===== config.mk =====
export PLATFORM = sky130hd
export DESIGN_NAME = reg_sequencer
export DESIGN_NICKNAME = d
export VERILOG_FILES = /design/src/rtl/reg_seq_pkg.sv /design/src/rtl/reg_sequencer_alu.sv /design/src/rtl/reg_sequencer.sv
export SDC_FILE = /design/constraint.sdc
export NUM_CORES = 1
export LEC_CHECK = 0
export BUFFER_PORTS_ARGS = -buffer_cell sky130_fd_sc_hd__buf_4
export CAP_MARGIN = 25
export CORE_MARGIN = 2
export CORE_UTILIZATION = 45
export DETAILED_ROUTE_END_ITERATION = 16
export PLACE_DENSITY = 0.74
export SYNTH_ARGS = -nofsm -noshare
export SYNTH_HDL_FRONTEND = slang
export SYNTH_SLANG_ARGS = --single-unit

===== constraint.sdc =====
create_clock -name CLK -period 4.76 [get_ports CLK]
set_input_delay 0 -clock CLK [delete_from_list [all_inputs] [get_ports CLK]]
set_output_delay 0 -clock CLK [all_outputs]
set_load 0.05 [all_outputs]

===== src/rtl/reg_seq_pkg.sv =====
// Shared definitions for the register sequencer: opcodes, FSM states,
// instruction field positions and the opcode legality check.
package reg_seq_pkg;

  typedef enum logic [1:0] {IDLE, READ, EXEC, WB} state_e;

  localparam logic [7:0] OP_LOADI = 8'h00;
  localparam logic [7:0] OP_MOV   = 8'h01;
  localparam logic [7:0] OP_ADD   = 8'h02;
  localparam logic [7:0] OP_SUB   = 8'h03;
  localparam logic [7:0] OP_AND   = 8'h04;
  localparam logic [7:0] OP_OR    = 8'h05;

  // The ALU select is the low three opcode bits of a legal opcode.
  localparam logic [2:0] ALU_LOADI = 3'd0;
  localparam logic [2:0] ALU_MOV   = 3'd1;
  localparam logic [2:0] ALU_ADD   = 3'd2;
  localparam logic [2:0] ALU_SUB   = 3'd3;
  localparam logic [2:0] ALU_AND   = 3'd4;
  localparam logic [2:0] ALU_OR    = 3'd5;

  localparam int OPC_MSB  = 31;
  localparam int OPC_LSB  = 24;
  localparam int DST_MSB  = 18;
  localparam int DST_LSB  = 16;
  localparam int SRC1_MSB = 10;
  localparam int SRC1_LSB = 8;
  localparam int SRC2_MSB = 7;
  localparam int SRC2_LSB = 0;

  function automatic logic op_legal(input logic [7:0] op);
    return (op <= OP_OR);
  endfunction

endpackage


===== src/rtl/reg_sequencer_alu.sv =====
// Combinational 8-bit ALU; loadi and mov both pass operand b through,
// the caller places the immediate on b for loadi.
module alu
  import reg_seq_pkg::*;
(
  input  logic [7:0] a_i,
  input  logic [7:0] b_i,
  input  logic [2:0] sel_i,
  output logic [7:0] y_o
);

  always_comb begin
    y_o = '0;
    case (sel_i)
      ALU_LOADI: y_o = b_i;
      ALU_MOV:   y_o = b_i;
      ALU_ADD:   y_o = a_i + b_i;
      ALU_SUB:   y_o = a_i - b_i;
      ALU_AND:   y_o = a_i & b_i;
      ALU_OR:    y_o = a_i | b_i;
      default:   y_o = '0;
    endcase
  end

endmodule


===== src/rtl/reg_sequencer.sv =====
// Four-state instruction sequencer driving an external 8x8 register file:
// accept, read operands, execute, write back.
module reg_sequencer
  import reg_seq_pkg::*;
(
  input  logic        CLK,
  input  logic        RESET,
  input  logic [31:0] INSTR,
  input  logic        INSTR_VALID,
  output logic        INSTR_READY,
  input  logic [7:0]  REGOUT1,
  input  logic [7:0]  REGOUT2,
  output logic [2:0]  OUT1ADDRESS,
  output logic [2:0]  OUT2ADDRESS,
  output logic [2:0]  INADDRESS,
  output logic [7:0]  REGIN,
  output logic        WRITE,
  output logic        DONE,
  output logic        ERR
);

  state_e      state_q, state_d;
  logic [7:0]  opc_q;
  logic [2:0]  dst_q;
  logic [2:0]  src1_q;
  logic [7:0]  src2_q;
  logic [7:0]  regin_q;
  logic [2:0]  inaddr_q;
  logic        illegal_q;
  logic        accept;
  logic [7:0]  alu_b;
  logic [7:0]  alu_y;
  logic        unused_instr_bits;

  assign unused_instr_bits = ^{INSTR[23:19], INSTR[15:11]};
  assign accept = INSTR_VALID && (state_q == IDLE);

  always_ff @(posedge CLK) begin
    if (RESET) state_q <= IDLE;
    else       state_q <= state_d;
  end

  always_comb begin
    state_d = state_q;
    case (state_q)
      IDLE:    if (INSTR_VALID) state_d = READ;
      READ:    state_d = EXEC;
      EXEC:    state_d = WB;
      WB:      state_d = IDLE;
      default: state_d = IDLE;
    endcase
  end

  always_comb begin
    INSTR_READY = (state_q == IDLE);
    DONE        = (state_q == WB);
    WRITE       = (state_q == WB) && !illegal_q;
    ERR         = (state_q == WB) && illegal_q;
  end

  // Operands are registered in EXEC, so a dest that aliases a source still
  // sees the pre-write value.
  always_ff @(posedge CLK) begin
    if (RESET) begin
      opc_q     <= '0;
      dst_q     <= '0;
      src1_q    <= '0;
      src2_q    <= '0;
      regin_q   <= '0;
      inaddr_q  <= '0;
      illegal_q <= 1'b0;
    end else begin
      if (accept) begin
        opc_q  <= INSTR[OPC_MSB:OPC_LSB];
        dst_q  <= INSTR[DST_MSB:DST_LSB];
        src1_q <= INSTR[SRC1_MSB:SRC1_LSB];
        src2_q <= INSTR[SRC2_MSB:SRC2_LSB];
      end
      if (state_q == EXEC) begin
        illegal_q <= !op_legal(opc_q);
        if (op_legal(opc_q)) begin
          regin_q  <= alu_y;
          inaddr_q <= dst_q;
        end
      end
    end
  end

  assign alu_b = (opc_q == OP_LOADI) ? src2_q : REGOUT2;

  alu u_alu (
    .a_i   (REGOUT1),
    .b_i   (alu_b),
    .sel_i (opc_q[2:0]),
    .y_o   (alu_y)
  );

  assign OUT1ADDRESS = src1_q;
  assign OUT2ADDRESS = src2_q[2:0];
  assign INADDRESS   = inaddr_q;
  assign REGIN       = regin_q;

endmodule


* Word level (Yosys, flattened, before mapping)
Cells that the tools add are included.
W data, S select, Z words.
** Storage, ports and cells
- Logic and storage cells :: 36
- Output and inout port bits :: 21
- Bits in registers :: 36
** Operators by class
- Reduce and logical (&&, ||, !) cells :: 10
- Add/sub/neg operators :: 2
- Mux-type cells :: 4
- Eq/ne operators :: 9
- Magnitude comparators :: 1
- Bitwise logic cells :: 2
** Operators by type and width (count)
- $pmux W8 S5 :: 1
- $add A8 B8 Y8 :: 1
- $and A8 B8 Y8 :: 1
- $le A8 B3 Y1 const B :: 1
- $logic_not A8 Y1 :: 1
- $mux W8 :: 1
- $or A8 B8 Y8 :: 1
- $pmux W2 S4 :: 1
- $sub A8 B8 Y8 :: 1
- $eq A3 B2 Y1 const B :: 2
- $eq A3 B3 Y1 const B :: 2
- $eq A2 B2 Y1 const B :: 2
- $eq A3 B1 Y1 const B :: 1
- $logic_and A1 B1 Y1 :: 3
- $logic_not A3 Y1 :: 1
- $eq A2 B1 Y1 const B :: 1
- $logic_not A1 Y1 :: 2
- $logic_not A2 Y1 :: 1
- $mux W2 :: 1
- $ne A2 B2 Y1 const B :: 1
- $reduce_and A2 Y1 :: 1
- $reduce_or A2 Y1 :: 1

* Logic depth before layout (Yosys ltp)
- Word-level depth :: 4
- Mapped depth :: 14

* Hierarchy
A second synthesis with hierarchy kept.
** Second synthesis, totals
- Cell total of the unflattened synthesis :: 280
- Area total of the unflattened synthesis :: 2279.7 um^2
** By module, submodules not included
- reg_sequencer :: instances 1, cells each 179, area an instance 1570.3 um^2
- alu :: instances 1, cells each 101, area an instance 709.4 um^2

* Least setup slack after synthesis
OpenSTA, ideal clock, no wires.
- Path kind :: register -> register
- Start point :: register opc_q[1]
- End point :: register regin_q[7] (netlist: REGIN[7])
- Data arrival time :: 3013 ps
- Buffers on the path :: 2
- Setup slack :: 1652 ps
- Cell stages (with the launch flop) :: 14
- Period minus slack after synthesis :: 3108 ps
- Path through :: dfxtp_1 -> buf_6 -> nor4_4 -> nand2_4 -> buf_6 -> mux2_2 -> xor2_1 -> ha_1 -> nand2_1 -> o21ai_0 -> mux2i_1 -> o311ai_0 -> xnor3_1 -> o41ai_2
** On the way
- Cells in the longest elaborated chain, start to end :: 4
- Elaborated cells on any way between the ends :: 16
- Classes of those cells :: 2 x add/sub; 1 x order compare; 5 x eq/ne; 2 x mux; 2 x bitwise; 4 x reduce/logical
** RTL lines
- from (decl) :: line reg_sequencer.sv:23 : logic [7:0] opc_q;
- from (signal assigned) :: line reg_sequencer.sv:74 : opc_q <= INSTR[OPC_MSB:OPC_LSB];
- $logic_not A8 Y1 :: line reg_sequencer.sv:89 : assign alu_b = (opc_q == OP_LOADI) ? src2_q : REGOUT2;
- $mux W8 :: line reg_sequencer.sv:89
- $sub A8 B8 Y8, or another cell as far along :: line reg_sequencer_alu.sv:18 : ALU_SUB: y_o = a_i - b_i;
- $pmux W8 S5 :: line reg_sequencer_alu.sv:14 : case (sel_i)
- to (signal assigned) :: line reg_sequencer.sv:82 : regin_q <= alu_y;
- to (decl) :: line reg_sequencer.sv:27 : logic [7:0] regin_q;
Several ways; a longest one is shown, not always the timed one.
A chain may end at the register's enable or synchronous reset.

* Worst setup path in the final report
Same ends and word-level chain as after synthesis.

==> impl_results.md <==
- Outcome: finished clean
- Slew Limit Headroom: 50.7%
- FILL cells: 489
- Nets: 453
- Total congestion overflow: 0
- Sequential Area: 721 um^2
- R2R depth: 12
- Worst-path maximum fanout: 23
- Leakage: 1.35 nW
- Yosys warnings: 0
- Routability cong.: 0.867
- Synth Flop Type: dfxtp_1
- Worst Path Required: 4.96 ns
- # DRC: 0
- Fin crit share: 76.6%
- Total CTS buffers: 5
- All-Layer GR Usage: 21.9%
- Post-route cell area: 3170 um^2
- Clk buf depth: 2
- Critical-path cell list: buf_4 -> nor4_4 -> nand2_4 -> mux2_2 -> xor2_1 -> ha_1 -> nand2_1 -> o21ai_0 -> mux2i_1 -> o311ai_0 -> xnor3_1 -> o41ai_2
- CTS root buf: clkbuf_8
- Mean Syn Cell Area: 7.50 um^2
- HPWL Detailed: 4490 um
- Layout cells sized above 1: 20.2%
- Cell variety after synth: 46
- Die H: 76.8 um
- # Post-CTS Setup Buffers: 0
- Worst Tran Pin Value: 0.738 ns
- Post-Synthesis Cell Area: 2380 um^2
- Critical path's largest stage delay: 0.45 ns
- Number of synthesized flops with an enable pin: 0
- WHS Endpoint: state_q[0]$_SDFFE_PP0P_
- RR Endpoint: REGIN[7]$_SDFFE_PP0P_
- FF-to-FF setup slack: 1.11 ns
- Hold Crit Depth: 3
- Clk_lat worst skew: 0.29 ns
- I/O pin count: 72
- Critical path launch point type: flip-flop
- Kind of critical path: flip-flop to flip-flop
- Final min period: 3.65 ns
- Crit path capture type: flip-flop
- Placement Cell Area: 2850 um^2
- Setup TNS: 0 ns
- Vias in the first global route: 2312
- Core Area: 5110 um^2
- Yosys reg bits: 36
- DR vias: 2450
- CTS tree: done
- Site row count: 26
- # diodes: 0
- Final hold violation count: 0
- Clock transition at the registers of the reported paths: 0.07 ns
- Syn Inst Count: 318
- Max-slew violation count: 0
- Critical Path Slowest Stage Cell: o311ai_0
- R2R Path Start: opc_q[1]$_SDFFE_PP0P_
- Worst IR Drop VDD: 0.353 mV
- Initial core utilization: 46.7%
- HP Start: INSTR_VALID
- Routed Wire Length: 6210 um
- Area Growth Syn to Fin: 33.0%
- Detailed Routing Iterations Pass 1: 4
- H-tree levels: 2
- Seq/Total Area, Yosys: 30.2%
- Total Power: 1.76 mW
- Routed Antenna Nets: 0
- Port Buffer Count: 61
- Maxcap violations: 0
- Top-area cell type share of the netlist area: 30.2%
- Area leader, netlist: dfxtp_1
- Endpoints failing setup: 0
- Hold Crit Class: primary input to flip-flop
- Drt wl/cell: 13.4 um
- Syn Nets: 379
- Maximum clock rate: 274 MHz
- WP data arrival: 3.84 ns
- RSZ-0062 raised after global routing: no
- Largest net degree at the start of global routing: 39
- Die X: 76.8 um
- Clock Sinks: 36
- Antenna violations before repair: 0
- Number of vias per cell: 5.30
- Detailed Route Iter0 Violations: 117
- Asr flop ratio synth: 0%
- First-pass GRT wire length: 10500 um
- Area occupied by multi-input gates: 1520 um^2
- Synth area leaders: dfxtp_1 30%, nand2_1 11%, a21oi_1 8.6%
- Die area: 5900 um^2
- Power Dens Cells: 554 nW/um^2
- Clock Skew: 0.00329 ns
-- per-stage QoR --
step / util (%) / worst slack, ns / cells / hold slack, ns
after floorplan: - / 1.65 / 318 / 0.136
after global placement: 55.7 / 1.21 / 432 / 0.247
after global routing: 62.1 / 0.800 / 462 / 0.0402
after detailed placement: 55.9 / 1.12 / 433 / 0.254
after CTS: 62.1 / 1.11 / 462 / 0.0112
final: 62.1 / 1.11 / 462 / 0.0189
-- metal layers --
layer  track usage (%)  routed length [um]  vias to the layer above
met5                 0                   0                        -
met4              8.73                 162                        0
met3              4.94                 370                       13
met2              37.9                3050                       80
met1              26.1                2630                     1096
li1                  -                   -                     1261
-- kinds of logic (layout without fill, tap and decap cells) --
logic type | count (synthesis) | in the layout | share of synthesized area (%)
buffers and inverters | 28 | 102 | 5.83
and+or+nand+nor | 137 | 137 | 27.2
adders and majority gates | 10 | 10 | 5.56
muxes | 8 | 8 | 3.46
DFF | 36 | 36 | 30.2
xor gates and xnor gates | 12 | 12 | 4.99
AOI/OAI and AO/OA | 87 | 87 | 22.7
-- report_power, final --
part           switching (mW)  internal, mW  total (mW)
Clock                   0.105         0.129       0.233
Combinational           0.647         0.439        1.09
Sequential             0.0699         0.368       0.438
-- sequential cells by signal, indices dropped and copies added, names as in the netlist --
register / flops
REGIN: 8
opc_q: 8
src2_q: 8
INADDRESS: 3
OUT1ADDRESS: 3
dst_q: 3
state_q: 2
illegal_q: 1
-- placed cells by master, fill, tap and decap left out, types with 2 or more instances in the layout --
cell	instances
nand2b_1	8
mux2i_1	6
o21ai_0	9
o21ai_1	5
o21a_1	2
nor4_1	4
inv_1	8
or3_1	4
nor2b_1	7
xor2_1	6
dlygate4sd3_1	22
nand3_1	9
and2_1	3
nor4_4	2
nand2_1	69
a21o_1	2
a21oi_1	41
ha_1	9
a31oi_1	4
clkbuf_8	7
buf_4	64
nor3_1	6
a211oi_1	7
nor2_1	21
o31ai_1	2
o311ai_0	3
mux2_2	2
dfxtp_1	36
xnor2_1	5
a311oi_1	2
-- layout make-up --
class / count / share of cell area [%]
Sequential cell: 36 / 22.7
Clock buffer: 7 / 3.04
Timing Repair Buffer: 87 / 22.5
Tap cell: 70 / 2.76
Multi-Input combinational cell: 254 / 48.1
Inverter: 8 / 0.947
-- what timing repair did --
action,4_1_cts,5_1_grt
endpoints found under the hold margin,22,0
gates resized for setup,0,0
hold buffers,22,0
-- worst max-delay path: cells and delay by family (launching register included) --
family                     cells  cell delay [ns]
AOI/OAI and AO/OA              3             0.80
and+or+nand+nor                3             0.74
muxes                          2             0.54
xor gates and xnor gates       2             0.46
DFF                            1             0.42
adders and majority gates      1             0.37
buffers and inverters          1             0.22
-- worst max path at each step --
stage | from | endpoint | slack, ns | cells after the start
final | opc_q[1]$_SDFFE_PP0P_ | REGIN[7]$_SDFFE_PP0P_ | 1.11 | 12
after global routing | opc_q[1]$_SDFFE_PP0P_ | REGIN[7]$_SDFFE_PP0P_ | 0.80 | 12
after CTS | opc_q[1]$_SDFFE_PP0P_ | REGIN[7]$_SDFFE_PP0P_ | 1.11 | 12
after detailed placement | opc_q[1]$_SDFFE_PP0P_ | REGIN[7]$_SDFFE_PP0P_ | 1.12 | 12
after global placement | opc_q[1]$_SDFFE_PP0P_ | REGIN[7]$_SDFFE_PP0P_ | 1.21 | 12
after floorplan | opc_q[1]$_SDFFE_PP0P_ | REGIN[7]$_SDFFE_PP0P_ | 1.65 | 13
-- cells in the mapped netlist (all sizes together), types with 2 or more instances --
cell and instances:
a21oi 41, or3 4, xor2 6, o41ai 2, inv 8, o31ai 2
nor2 21, a21o 2, clkbuf 14, nor3 6, xnor2 5, o311ai 4
nand3 9, ha 9, mux2i 6, and2 4, a211oi 8, nand2 70
a311oi 2, nand2b 8, mux2 2, o21a 2, nor2b 7, o21ai 14
dfxtp 36, buf 6, a31oi 4, nor4 6
No activity file was read; power rests on OpenSTA's default activity.
